[config.mk]
export PLATFORM = sky130hd
export DESIGN_NAME = instr_fetch_unit
export DESIGN_NICKNAME = d
export VERILOG_FILES = /design/src/rtl/cpu_fetch_pkg.sv /design/src/rtl/fetch_skid_buf.sv /design/src/rtl/instr_fetch_unit.sv
export SDC_FILE = /design/constraint.sdc
export NUM_CORES = 1
export LEC_CHECK = 0
export ABC_AREA = 1
export CAP_MARGIN = 15
export CORE_ASPECT_RATIO = 1.2
export CORE_MARGIN = 2
export CORE_UTILIZATION = 45
export CTS_CLUSTER_DIAMETER = 40
export DETAILED_ROUTE_END_ITERATION = 8
export HOLD_SLACK_MARGIN = 0.03
export PLACE_DENSITY = 0.76
export SYNTH_ARGS = -nofsm -noshare
export SYNTH_HDL_FRONTEND = slang
export SYNTH_SLANG_ARGS = --single-unit
export TNS_END_PERCENT = 1
[constraint.sdc]
create_clock -name clka -period 8.6 [get_ports clka]
set_input_delay 2.58 -clock clka [delete_from_list [all_inputs] [get_ports clka]]
set_output_delay 2.58 -clock clka [all_outputs]
set_load 0.02 [all_outputs]
[src/rtl/cpu_fetch_pkg.sv]
`default_nettype none
// ============================================================================
// Module : cpu_fetch_pkg
// Brief  : Shared defaults, types and helpers for the instruction fetch stage.
//          DEF_ADDR_W   - default ROM word-address width
//          DEF_DATA_W   - default instruction width
//          DEF_RESET_PC - byte PC fetched first after reset
//          INSTR_NOP_ZERO - ROM padding word (halts fetch when
//                           FETCH_HALT_ON_ZERO_EN is defined)
// Rev    : 1.0 - initial release
// ============================================================================
package cpu_fetch_pkg;

  localparam int          DEF_ADDR_W     = 6;
  localparam int          DEF_DATA_W     = 32;
  localparam logic [31:0] DEF_RESET_PC   = 32'h0000_0000;
  localparam logic [31:0] INSTR_NOP_ZERO = 32'h0000_0000;

  // One fetched instruction together with the byte PC it came from.
  typedef struct packed {
    logic [31:0]           pc;
    logic [DEF_DATA_W-1:0] instr;
  } fetch_entry_t;

  // Word-align a byte PC (low two bits carry no meaning for fetch).
  function automatic logic [31:0] align_pc(input logic [31:0] pc);
    return pc & ~32'h0000_0003;
  endfunction

endpackage : cpu_fetch_pkg
`default_nettype wire

[src/rtl/fetch_skid_buf.sv]
`default_nettype none
// ============================================================================
// Module : fetch_skid_buf
// Brief  : 2-entry FIFO with fall-through between the ROM return path and
//          decode. When empty, a pushed entry is presented on the output in
//          the same cycle and is only stored if it is not popped.
// Ports  : clk          - clock
//          rst_n        - asynchronous active-low reset
//          i_flush      - drop all stored entries (overrides push/pop storage)
//          i_push       - a returning entry is present this cycle
//          i_push_pc    - byte PC of the returning entry
//          i_push_instr - instruction word of the returning entry
//          i_pop        - consumer accepts the presented entry
//          o_valid      - an entry is presented
//          o_pc/o_instr - presented entry (zero when nothing is presented)
//          o_count      - number of stored entries (0..2)
// Rev    : 1.0 - initial release
// ============================================================================
module fetch_skid_buf #(
  parameter int DATA_W = 32
) (
  input  logic              clk,
  input  logic              rst_n,
  input  logic              i_flush,
  input  logic              i_push,
  input  logic [31:0]       i_push_pc,
  input  logic [DATA_W-1:0] i_push_instr,
  input  logic              i_pop,
  output logic              o_valid,
  output logic [31:0]       o_pc,
  output logic [DATA_W-1:0] o_instr,
  output logic [1:0]        o_count
);

  logic [31:0]       r_pc_mem    [2];
  logic [DATA_W-1:0] r_instr_mem [2];
  logic              r_rd_ptr;
  logic              r_wr_ptr;
  logic [1:0]        r_count;

  logic w_empty;
  logic w_bypass;
  logic w_wr;
  logic w_rd;

  assign w_empty  = (r_count == 2'd0);
  assign o_valid  = !w_empty || i_push;
  // Empty buffer, new word consumed immediately: it never needs storing.
  assign w_bypass = w_empty && i_push && i_pop;
  assign w_wr     = i_push && !w_bypass;
  assign w_rd     = i_pop && !w_empty;
  assign o_count  = r_count;

  always_comb begin
    o_pc    = '0;
    o_instr = '0;
    if (!w_empty) begin
      o_pc    = r_pc_mem[r_rd_ptr];
      o_instr = r_instr_mem[r_rd_ptr];
    end else if (i_push) begin
      o_pc    = i_push_pc;
      o_instr = i_push_instr;
    end
  end

  always_ff @(posedge clk or negedge rst_n) begin
    if (!rst_n) begin
      r_rd_ptr <= 1'b0;
      r_wr_ptr <= 1'b0;
      r_count  <= 2'd0;
      for (int i = 0; i < 2; i++) begin
        r_pc_mem[i]    <= '0;
        r_instr_mem[i] <= '0;
      end
    end else if (i_flush) begin
      r_rd_ptr <= 1'b0;
      r_wr_ptr <= 1'b0;
      r_count  <= 2'd0;
    end else begin
      if (w_wr) begin
        r_pc_mem[r_wr_ptr]    <= i_push_pc;
        r_instr_mem[r_wr_ptr] <= i_push_instr;
        r_wr_ptr              <= ~r_wr_ptr;
      end
      if (w_rd) begin
        r_rd_ptr <= ~r_rd_ptr;
      end
      r_count <= r_count + {1'b0, w_wr} - {1'b0, w_rd};
    end
  end

endmodule : fetch_skid_buf
`default_nettype wire

[src/rtl/instr_fetch_unit.sv]
`default_nettype none
// ============================================================================
// Module : instr_fetch_unit
// Brief  : Fetch stage driving a synchronous-read instruction ROM. Issues
//          word addresses, absorbs the 1-cycle ROM latency and presents
//          {pc, instruction} to decode over valid/ready, with branch
//          redirect/flush and a 2-entry buffer for full-rate streaming.
// Config : FETCH_HALT_ON_ZERO_EN - when defined, a returned all-zero word is
//          not delivered and fetch halts until redirect or reset.
// Ports  : clka           - clock (shared with the ROM)
//          rst_n          - asynchronous active-low reset
//          rom_addr       - ROM word address, sampled at posedge clka
//          rom_data       - ROM output, valid the cycle after rom_addr
//          redirect_valid - restart fetch at redirect_pc (single cycle)
//          redirect_pc    - byte target, bits [1:0] ignored
//          if_valid       - instruction available to decode
//          if_ready       - decode accepts
//          if_instr       - instruction word
//          if_pc          - byte PC of if_instr
//          if_halted      - fetch stopped on a zero word (0 when disabled)
// Rev    : 1.0 - initial release
// ============================================================================
module instr_fetch_unit
  import cpu_fetch_pkg::*;
#(
  parameter int          ADDR_W   = DEF_ADDR_W,
  parameter int          DATA_W   = DEF_DATA_W,
  parameter logic [31:0] RESET_PC = DEF_RESET_PC
) (
  input  logic              clka,
  input  logic              rst_n,
  output logic [ADDR_W-1:0] rom_addr,
  input  logic [DATA_W-1:0] rom_data,
  input  logic              redirect_valid,
  input  logic [31:0]       redirect_pc,
  output logic              if_valid,
  input  logic              if_ready,
  output logic [DATA_W-1:0] if_instr,
  output logic [31:0]       if_pc,
  output logic              if_halted
);

  logic [31:0] r_fetch_pc;
  logic        r_inflight;
  logic [31:0] r_inflight_pc;

  logic [31:0] w_issue_pc;
  logic        w_issue;
  logic        w_pop;
  logic        w_push;
  logic        w_zero_ret;
  logic        w_halted;
  logic [1:0]  w_count;
  logic [2:0]  w_occ;

  // Redirect target goes straight to the ROM in the same cycle.
  assign w_issue_pc = redirect_valid ? align_pc(redirect_pc) : r_fetch_pc;
  assign rom_addr   = w_issue_pc[ADDR_W+1:2];

  assign w_pop = if_valid && if_ready;

  // Words that will be held after this cycle if nothing new is issued:
  // stored entries plus the returning word, minus the one decode takes.
  assign w_occ = {1'b0, w_count} + {2'b00, r_inflight} - {2'b00, w_pop};

`ifdef FETCH_HALT_ON_ZERO_EN
  logic r_halted;

  assign w_zero_ret = r_inflight && !r_halted &&
                      (rom_data == DATA_W'(INSTR_NOP_ZERO));
  assign w_halted   = r_halted;

  always_ff @(posedge clka or negedge rst_n) begin
    if (!rst_n) begin
      r_halted <= 1'b0;
    end else if (redirect_valid) begin
      r_halted <= 1'b0;
    end else if (w_zero_ret) begin
      r_halted <= 1'b1;
    end
  end
`else
  assign w_zero_ret = 1'b0;
  assign w_halted   = 1'b0;
`endif

  // The zero word itself is swallowed; it is the youngest word, so older
  // buffered entries still drain.
  assign w_push  = r_inflight && !w_zero_ret;
  assign w_issue = redirect_valid ||
                   (!w_halted && !w_zero_ret && (w_occ < 3'd2));

  always_ff @(posedge clka or negedge rst_n) begin
    if (!rst_n) begin
      r_fetch_pc    <= RESET_PC;
      r_inflight    <= 1'b0;
      r_inflight_pc <= '0;
    end else begin
      r_inflight <= w_issue;
      if (w_issue) begin
        r_fetch_pc    <= w_issue_pc + 32'd4;
        r_inflight_pc <= w_issue_pc;
      end
    end
  end

  fetch_skid_buf #(
    .DATA_W (DATA_W)
  ) u_skid (
    .clk          (clka),
    .rst_n        (rst_n),
    .i_flush      (redirect_valid),
    .i_push       (w_push),
    .i_push_pc    (r_inflight_pc),
    .i_push_instr (rom_data),
    .i_pop        (if_ready),
    .o_valid      (if_valid),
    .o_pc         (if_pc),
    .o_instr      (if_instr),
    .o_count      (w_count)
  );

  assign if_halted = w_halted;

endmodule : instr_fetch_unit
`default_nettype wire

# Word-level counts from Yosys, hierarchy flattened
# Index checks and enable logic that the tools add are counted.
# word_totals
out_inout_bits	72
register_bits	197
word_cells	58
# classes
addsub	5
n_lt_le_gt_ge	4
muxes	20
reduce_logical	14
bitwise	5
# ops
op	count
$mux 32	12
$bwmux 64	2
$add 32x3->32 const B	1
$demux 32 s1	1
$logic_and 1x1->1	6
$ge 2x2->1 const B	2
$mux 1	4
$not 1->2	2
$reduce_bool 2->1	2
$add 2x1->3	1
$lt 3x2->1 const B	1
$not 1->1	3
$sub 3x1->3	1
$add 2x1->2	1
$logic_not 1->1	2
$logic_not 2->1	1
$logic_or 1x1->1	2
$lt 2x1->1 const B	1
$mux 2	1
$reduce_and 2->1	1
$sub 2x1->2	1

# Depth between registers and ports, before layout
# Gate-level depths: netlist of the first run.
# logic_depth
word_depth	8
mapped_depth	15
depth_no_buf	14

# By module
# Synthesis of the first run repeated with hierarchy kept, for this count alone.
# unflattened
cells_unflattened	1474
hier_area_um2	10881.7
# modules_own_cells
module	cells_per_inst	instances	area_each_um2	seq_area_each_um2
fetch_skid_buf	960	1	7118.1	3303.2
instr_fetch_unit	514	1	3763.6	1526.5

# Least setup slack after synthesis of the first run
# OpenSTA, ideal clock, no wires.
# synth_path
kind	input -> output
startpoint	input port redirect_valid
endpoint	output port rom_addr[0]
arrival_ns	3.193
stages	4
setup_slack_ns	2.827
required_ns	6.020
path_cell_list	buf_4 -> o21ai_1 -> inv_1 -> buf_4
# synth_via
elab_chain_cells	1
# synth_rtl
element	line	source
start: declaration	instr_fetch_unit.sv:34	input logic redirect_valid,
$mux 32	instr_fetch_unit.sv:57	assign w_issue_pc = redirect_valid ? align_pc(redirect_pc) : r_fetch_pc;
end: declaration	instr_fetch_unit.sv:32	output logic [ADDR_W-1:0] rom_addr,
# Every way passes these cells.

# Worst setup path in the final report of the first run
# layout_path
startpoint	input port redirect_valid
endpoint	output port rom_addr[5]
# Same word-level chain as after synthesis.

==> key figures, run 1 <==
Run status
  • Status: complete, no violations

Drt
  • Vias per cell: 5.218
  • Remaining antenna violation count after routing: 0
  • DRC: 0
  • First DRT Iteration DRCs: 516
  • DRT Pass-1 Iters: 5
  • Drt total wl: 22.97 mm
  • Routed len/inst: 14.59 um
  • Vias: 8213

Logic synthesis
  • Synth Register Bits: 189
  • Ys Warns: 0
  • Cell area after synthesis: 9407 um^2
  • Area leader, netlist: dfrtp_1
  • Syn Inst Count: 1210
  • Largest cells by area after synthesis: dfrtp_1 (50%), nand2_1 (14%), o21ai_0 (8.4%), nor2_1 (6.9%), o32ai_1 (5.8%)
  • Synth unique cells: 31
  • Syn_area_per_cell: 7.774 um^2
  • Sequential area share after synthesis: 0.5028
  • Yosys top cell area share: 0.5028

STA
  • Worst-Margin Slew: 0.8830 ns
  • Final Hold Fails: 0
  • Setup TNS Final: 0 ns
  • Final Setup Violations: 0
  • Setup ws final: 1.723 ns
  • Fmax: 145.4 MHz
  • Final Slew Violations: 0
  • Rel. slew slack: 0.4113
  • Crit path time final: 6.877 ns
  • RSZ-0062 raised after global routing: no
  • Period utilization: 0.7996
  • Clock skew: 0.007344 ns

Pwr
  • Sw Pwr: 0.001856 W
  • Power share of the sequential group: 0.338
  • Pleak: 5.396 nW
  • Sw Ratio: 0.4200
  • Cell Pwr Density: 386.6 nW/um^2
  • Comb power frac: 0.486
  • Internal: 0.002563 W
  • Max rail drop VDD: 0.1984 mV
  • Clk pwr share: 0.176

Die
  • Row cnt: 57
  • Die footprint: 22080 um^2
  • Io pins: 140
  • Die X: 136.0 um
  • Starting density of the core: 0.4612
  • Die height: 162.4 um
  • Core ar.: 20400 um^2

Layout
  • Nets: 1369
  • Commonest cells after routing, fill and taps aside: nand2_1 (343), dfrtp_1 (188), nor2_1 (172), o21ai_0 (157), clkdlybuf4s50_1 (133)
  • Layout overhead on the synthesized area: 21.53%
  • Fin util: 0.5605
  • Ratio of cells with drive above 1 in the final layout: 0.05122
  • Fin area: 11430 um^2
  • Commonest non-fill, non-tap cell in the layout: nand2_1

Global route
  • Initial antenna violation count: 0
  • Top Usage Layer GRT: met2
  • GRT met1 Usage: 0.2842
  • Met2 usage: 0.3671
  • Wire length of the first global-routing pass: 38.15 mm
  • GR Layer Usage met3: 0.03766
  • Overflow after GRT: 0
  • Vias in the first global route: 7796
  • Pin count of the biggest net entering global routing: 126
  • Total GRT Usage: 0.2148

Place
  • Placer Congestion: 0.8810
  • Pre-CTS WS: 1.719 ns
  • DP Area: 10820 um^2
  • Dpl hpwl: 14.63 mm
  • # port buffers: 134

Clock tree
  • Insertion delay to the later sink of the worst-skew pair: 0.42 ns
  • CTS Sinks: 189
  • Reg clk slew, reported paths: 0.07 ns
  • Num CTS Buffers: 17
  • Post-CTS Setup Inserts: 0
  • CTS tree: done
  • Root Driver: clkbuf_16
  • CTS resizes: 0
  • H-tree depth: 4
  • Max Root-Sink Buffers: 2
  • # hold bufs at CTS: 0

Worst setup path
  • CP Launch Type: input port
  • Crit end category: output port
  • WS Path Type: in2out
  • Worst EP arrival: 4.30 ns
  • CP required: 6.02 ns
  • Crit-path max FO: 12

Worst hold path
  • Worst hold path class: reg2reg

Run
  • Max-cap violations: 0
==> per-layer routing <==
layer	routed length [um]	vias to the layer above
met5	0	-
met4	280	0
met3	1146	20
met2	11420	226
met1	10120	3893
li1	-	4074
==> logic make-up (layout without fill, tap and decap cells) <==
kind of cell             Yosys count  after routing  synth area share
AND/OR/NAND/NOR                  571            571            0.2382
XOR/XNOR                           7              7          0.006518
buffers and inverters            187            283           0.08300
flip-flops                       189            189            0.5028
adder cells (fa/ha/maj)            5              5          0.007449
AO/OA/AOI/OAI                    250            250            0.1616
other                              1              4         0.0003987
==> cell usage after synthesis <==
| library cell | n |
|---|---|
| o211ai_1 | 6 |
| inv_2 | 4 |
| nand3_1 | 32 |
| buf_2 | 24 |
| xor2_1 | 3 |
| buf_6 | 1 |
| buf_1 | 9 |
| o21a_1 | 4 |
| nand2_2 | 3 |
| nor3_1 | 2 |
| ha_1 | 4 |
| nor2_2 | 6 |
| nand2_1 | 346 |
| a31oi_1 | 2 |
| inv_1 | 102 |
| or2_2 | 2 |
| conb_1 | 1 |
| nand4_1 | 5 |
| clkbuf_1 | 36 |
| o21bai_1 | 2 |
| xnor2_1 | 4 |
| buf_4 | 11 |
| o21ai_1 | 10 |
| nor2_4 | 2 |
| o32ai_1 | 62 |
| fa_1 | 1 |
| a21oi_1 | 6 |
| o21ai_0 | 157 |
| dfrtp_1 | 189 |
| a21oi_2 | 1 |
| nor2_1 | 173 |
==> worst max-delay path, stage by stage <==
cell,delay (ns)
clkdlybuf4s50_1,0.63
inv_2,0.21
nand2_1,0.07
nand2_1,0.16
clkdlybuf4s50_1,0.64
==> flip-flops by register name, indices dropped and copies added, names as in the netlist <==
signal              count
u_skid.r_wr_ptr         1
r_inflight_pc          30
u_skid.o_count          2
u_skid.r_instr_mem     64
u_skid.r_rd_ptr         1
r_inflight              1
r_fetch_pc             30
u_skid.r_pc_mem        60
==> power groups by stage <==
stage | Combinational, W | Sequential, W | Clock (W)
after floorplan | 0.00140 | 0.00145 | 0
after CTS | 0.00216 | 0.00149 | 0.000797
final | 0.00215 | 0.00149 | 0.000779
after global placement | 0.00210 | 0.00148 | 0
after detailed placement | 0.00215 | 0.00150 | 0
after global routing | 0.00239 | 0.00154 | 0.000839
==> cell type report <==
class                      count  area (um^2)
clock inverter                12        137.6
tap                          265        331.6
timing repair buffer         146         1453
multi-input combinational    836         3936
antenna                        1        2.502
inverter                     106        397.9
fill                        1904         8965
sequential                   189         4731
clock buffer                  19        442.9
==> stage by stage <==
step / total power, W / hold WS [ns] / instances
after floorplan: 0.002852 / 0.4422 / 1212
after global placement: 0.003581 / 0.4570 / 1541
after detailed placement: 0.003651 / 0.4689 / 1541
after CTS: 0.004446 / 0.4846 / 1572
after global routing: 0.004765 / 0.5037 / 1573
final: 0.004419 / 0.4799 / 1574
==> final timing paths <==
check,start,to,slack (ns),cells after the start
max reg2reg,u_skid.o_count[1],r_fetch_pc[20],4.67,15
max,redirect_valid,rom_addr[5],1.72,5
min reg2reg,r_fetch_pc[3],r_fetch_pc[3],0.48,2
min,r_fetch_pc[3],r_fetch_pc[3],0.48,2
max in group asynchronous,rst_n,u_skid.r_rd_ptr,5.22,2
min in group asynchronous,rst_n,r_fetch_pc[5],2.10,1
(Power assumes the default switching activity.)
==> inputs of run 2 (changes only) <==
Clock period 8.6 ns to 7 ns, I/O delays scaled along.
==> key figures, run 2 (same netlist as run 1, synthesis figures left out) <==
Layout
  • Nets: 1370
  • Most flops, register: u_skid.r_instr_mem
  • Max FFs per register: 64
  • Commonest cells after routing, fill and taps aside: nand2_1 (343), dfrtp_1 (188), nor2_1 (172), o21ai_0 (157), clkdlybuf4s50_1 (133)
  • Ratio of cells with drive above 1 in the final layout: 0.05271
  • Multi-input gate area: 3936 um^2
  • Largest regs: u_skid.r_instr_mem (64), u_skid.r_pc_mem (60)
  • Non-Filler Instances: 1574
  • Commonest non-fill, non-tap cell in the layout: nand2_1
  • Antenna cells: 0
  • Register area: 4731 um^2
  • Filler Cells Inserted: 1911
  • Layout overhead on the synthesized area: 22.20%

STA
  • Setup TNS Final: 0 ns
  • Hold Slack: 0.4798 ns
  • Period utilization: 0.8332
  • Clock skew: 0.01022 ns
  • Worst-Margin Slew: 0.9644 ns
  • Crit path time final: 5.832 ns
  • Final Hold Fails: 0
  • RSZ-0062 raised after global routing: no
  • Fmax: 171.5 MHz
  • Final Slew Violations: 0
  • Rel. slew slack: 0.3570
  • Final Setup Violations: 0

Global route
  • Vias in the first global route: 7931
  • Overflow after GRT: 0
  • Wire length of the first global-routing pass: 38.63 mm
  • GR Layer Usage met3: 0.03143
  • Top Usage Layer GRT: met2
  • Initial antenna violation count: 0
  • Met2 usage: 0.3517
  • Total GRT Usage: 0.2173
  • GRT met1 Usage: 0.2982
  • Pin count of the biggest net entering global routing: 126

Worst setup path
  • Crit end category: output port
  • R2R Setup Slk: 3.02 ns
  • CP required: 4.90 ns
  • Crit path buffers/inverters: 2
  • Reg2reg end: r_fetch_pc[19]
  • Cell mode on critical path: clkdlybuf4s50_1
  • WS Path Type: in2out
  • R2r startpoint: u_skid.o_count[1]
  • Worst EP arrival: 3.73 ns
  • Crit-path cells: clkdlybuf4s50_1 -> nand2_1 -> o21ai_1 -> clkdlybuf4s50_1
  • Crit-path slowest cell: clkdlybuf4s50_1
  • R2R cell count: 15
  • CP max stage delay: 0.68 ns
  • Crit-path max FO: 10
  • CP top delay family: buffers and inverters
  • CP Launch Type: input port

Pwr
  • Sw Pwr: 0.002284 W
  • Cell Pwr Density: 480.2 nW/um^2
  • Pleak: 5.431 nW
  • Sw Ratio: 0.4138
  • Internal: 0.003236 W
  • Comb power frac: 0.480
  • Max rail drop VDD: 0.2529 mV
  • Power share of the sequential group: 0.332
  • Clk pwr share: 0.188

Die
  • Io pins: 140
  • Die footprint: 22080 um^2
  • Die height: 162.4 um
  • Starting density of the core: 0.4612
  • Row cnt: 57
  • Core ar.: 20400 um^2
  • Die X: 136.0 um

Clock tree
  • # hold bufs at CTS: 0
  • CTS resizes: 0
  • Reg clk slew, reported paths: 0.07 ns
  • Insertion delay to the later sink of the worst-skew pair: 0.43 ns
  • Max Root-Sink Buffers: 2
  • Post-CTS Setup Inserts: 0
  • CTS tree: done
  • CTS Sinks: 189
  • Root Driver: clkbuf_16
  • H-tree depth: 4
  • Num CTS Buffers: 17

Worst hold path
  • Hold Path Origin: r_fetch_pc[3]
  • Hold endpoint: r_fetch_pc[3]
  • Worst hold path class: reg2reg
  • Hold Crit Depth: 2

Drt
  • Routed len/inst: 14.74 um
  • First DRT Iteration DRCs: 603
  • Remaining antenna violation count after routing: 0
  • Vias per cell: 5.301
  • Vias: 8344
  • DRT Pass-1 Iters: 5
  • Drt total wl: 23.21 mm
  • DRC: 0

Place
  • Inst Count DP: 1542
  • # port buffers: 134
  • Placer Congestion: 0.8921
  • Dpl hpwl: 14.58 mm

Run status
  • Status: complete, no violations

Run
  • Max-cap violations: 0
run 2: final cells by class:
cell class	instances	share of cell area
Timing Repair Buffer	147	0.1270
Clock buffer	19	0.03940
Tap cell	265	0.02885
Sequential cell	189	0.4116
Multi-Input combinational cell	836	0.3424
Clock inverter	12	0.01611
Inverter	106	0.03461
run 2: metrics by stage:
step	util	power (W)	instance area (um^2)	setup WS (ns)
4_1_cts	0.5622	0.005549	11470	1.153
6_report	0.5636	0.005520	11490	1.168
3_3_place_gp	0.5309	0.004402	10830	1.139
2_1_floorplan	-	0.003504	9414	2.187
3_5_place_dp	0.5309	0.004478	10830	1.153
5_1_grt	0.5636	0.005940	11490	1.036
run 2: power groups by stage:
stage | combinational [W] | sequential [W] | clock (W)
final | 0.00265 | 0.00183 | 0.00104
after global placement | 0.00258 | 0.00182 | 0
after global routing | 0.00294 | 0.00190 | 0.00111
after detailed placement | 0.00264 | 0.00184 | 0
after CTS | 0.00266 | 0.00183 | 0.00106
after floorplan | 0.00172 | 0.00179 | 0
run 2: metal layers:
metal / part of all wire / routed length [um] / vias to the layer above
met3: 0.052 / 1203 / 32
met2: 0.48 / 11240 / 266
met5: 0 / 0 / -
li1: - / - / 4089
met4: 0.021 / 491 / 0
met1: 0.44 / 10270 / 3957
run 2: tightest hold or removal path, delay by kind of cell, from the launching register on:
family | cells | cell delay [ns]
DFF | 1 | 0.34
and+or+nand+nor | 2 | 0.11
run 2: worst max path at each step:
stage                    from          end  slack [ns]  cells past startpoint
5_1_grt        redirect_valid  rom_addr[0]        1.04                      5
4_1_cts        redirect_valid  rom_addr[0]        1.15                      5
3_5_place_dp   redirect_valid  rom_addr[2]        1.15                      3
2_1_floorplan  redirect_valid  rom_addr[0]        2.19                      4
3_3_place_gp   redirect_valid  rom_addr[2]        1.14                      3
6_report       redirect_valid  rom_addr[2]        1.17                      4
==> inputs of run 3 (changes only) <==
Clock period 7 ns to 5.9 ns, I/O delays scaled along.
==> key figures, run 3 (same netlist as run 1, synthesis figures left out) <==
Worst setup path
  • Crit end category: output port
  • R2r startpoint: u_skid.o_count[1]
  • Reg2reg end: r_fetch_pc[25]
  • CP startpoint: redirect_valid
  • CP top delay family: buffers and inverters
  • Crit-path slowest cell: clkdlybuf4s50_1
  • R2R cell count: 14
  • Cell mode on critical path: clkdlybuf4s50_1
  • CP required: 4.13 ns
  • CP Launch Type: input port
  • Crit-path cells: clkdlybuf4s50_1 -> o21ai_1 -> clkdlybuf4s50_1
  • Crit-path max FO: 10
  • Critical path depth: 3
  • Crit path buffers/inverters: 2
  • CP max stage delay: 0.68 ns
  • Worst EP arrival: 3.42 ns
  • WS Path Type: in2out
  • CP endpoint: rom_addr[2]
  • R2R Setup Slk: 2.01 ns

Pwr
  • Clk pwr share: 0.185
  • Power share of the sequential group: 0.334
  • Sw Pwr: 0.002710 W
  • Max rail drop VDD: 0.2744 mV
  • Sw Ratio: 0.4164
  • Pleak: 5.419 nW
  • Comb power frac: 0.481
  • Cell Pwr Density: 566.7 nW/um^2
  • Internal: 0.003798 W

Clock tree
  • Post-CTS Setup Inserts: 0
  • Num CTS Buffers: 17
  • Max Root-Sink Buffers: 2
  • Insertion delay to the later sink of the worst-skew pair: 0.43 ns
  • CTS tree: done
  • CTS Sinks: 189
  • CTS resizes: 0
  • Root Driver: clkbuf_16
  • H-tree depth: 4
  • # hold bufs at CTS: 0
  • Reg clk slew, reported paths: 0.07 ns

Place
  • DP Area: 10860 um^2
  • Inst Count DP: 1543
  • Placer Congestion: 0.8747
  • Pre-CTS WS: 0.7045 ns
  • # port buffers: 134
  • Dpl hpwl: 14.61 mm

Layout
  • Non-Filler Instances: 1575
  • Fin area: 11480 um^2
  • Commonest cells after routing, fill and taps aside: nand2_1 (343), dfrtp_1 (188), nor2_1 (172), o21ai_0 (157), clkdlybuf4s50_1 (133)
  • Commonest non-fill, non-tap cell in the layout: nand2_1
  • Antenna cells: 0
  • Ratio of cells with drive above 1 in the final layout: 0.05344
  • Layout overhead on the synthesized area: 22.08%
  • Nets: 1370
  • Largest regs: u_skid.r_instr_mem (64), u_skid.r_pc_mem (60)
  • Filler Cells Inserted: 1881
  • Max FFs per register: 64
  • Most flops, register: u_skid.r_instr_mem

Drt
  • Vias per cell: 5.207
  • Routed len/inst: 14.43 um
  • Drt total wl: 22.73 mm
  • DRT Pass-1 Iters: 7
  • Vias: 8201
  • Remaining antenna violation count after routing: 0
  • First DRT Iteration DRCs: 504
  • DRC: 0

STA
  • Final Slew Violations: 0
  • Worst-Margin Slew: 1.032 ns
  • Rel. slew slack: 0.3118
  • Setup ws final: 0.7096 ns
  • Crit path time final: 5.190 ns
  • Period utilization: 0.8797
  • Final Hold Fails: 0
  • Clock skew: 0.01115 ns
  • Fmax: 192.7 MHz
  • Final Setup Violations: 0
  • RSZ-0062 raised after global routing: no
  • Setup TNS Final: 0 ns

Global route
  • Overflow after GRT: 0
  • Vias in the first global route: 7778
  • Total GRT Usage: 0.2118
  • Pin count of the biggest net entering global routing: 112
  • Wire length of the first global-routing pass: 37.55 mm
  • Initial antenna violation count: 0

Die
  • Die footprint: 22080 um^2
  • Die height: 162.4 um
  • Row cnt: 57
  • Starting density of the core: 0.4612
  • Die X: 136.0 um
  • Io pins: 140
  • Core ar.: 20400 um^2

Run status
  • Status: complete, no violations

Run
  • Max-cap violations: 0

Worst hold path
  • Worst hold path class: reg2reg
[run 3: area by class of cell]
| cell class | count | area [um^2] | share of cell area |
|---|---|---|---|
| timing repair buffer | 147 | 1465 | 0.1276 |
| inverter | 106 | 397.9 | 0.03465 |
| sequential | 189 | 4731 | 0.4120 |
| clock buffer | 18 | 439.2 | 0.03824 |
| multi-input combinational | 836 | 3936 | 0.3428 |
| tap | 265 | 331.6 | 0.02887 |
| clock inverter | 14 | 182.7 | 0.01591 |
[run 3: worst min-delay path by stage]
stage                         from        endpoint  cells past startpoint
global route        r_fetch_pc[10]  r_fetch_pc[10]                      2
detailed placement  r_fetch_pc[29]  r_fetch_pc[29]                      2
CTS                 r_fetch_pc[29]  r_fetch_pc[29]                      2
finish              r_fetch_pc[29]  r_fetch_pc[29]                      2
global placement     r_fetch_pc[3]   r_fetch_pc[3]                      2
floorplan            r_fetch_pc[3]   r_fetch_pc[3]                      2
[run 3: per-layer routing]
layer / track usage / vias to the layer above / wire (um)
met5: 0 / - / 0
met4: 0.06629 / 0 / 401
met3: 0.03361 / 27 / 1111
met2: 0.3535 / 232 / 11050
met1: 0.2842 / 3851 / 10170
li1: - / 4091 / -
[run 3: worst min-delay path, stage by stage (launching register included)]
cell and delay [ns]:
dfrtp_1 0.34, nand2_1 0.05, nand2_1 0.06
[run 3: power groups by stage]
stage	sequential, W	clock (W)	combinational (W)
6_report	0.00217	0.00120	0.00313
5_1_grt	0.00224	0.00129	0.00348
4_1_cts	0.00217	0.00123	0.00316
3_5_place_dp	0.00219	0	0.00315
3_3_place_gp	0.00216	0	0.00308
2_1_floorplan	0.00212	0	0.00204
[run 3: stage by stage]
step / total power (W) / hold slack (ns) / util
2_1_floorplan: 0.004158 / 0.4422 / -
3_3_place_gp: 0.005243 / 0.4589 / 0.5325
3_5_place_dp: 0.005334 / 0.4688 / 0.5325
4_1_cts: 0.006556 / 0.4837 / 0.5630
5_1_grt: 0.007003 / 0.5001 / 0.5630
6_report: 0.006508 / 0.4813 / 0.5630
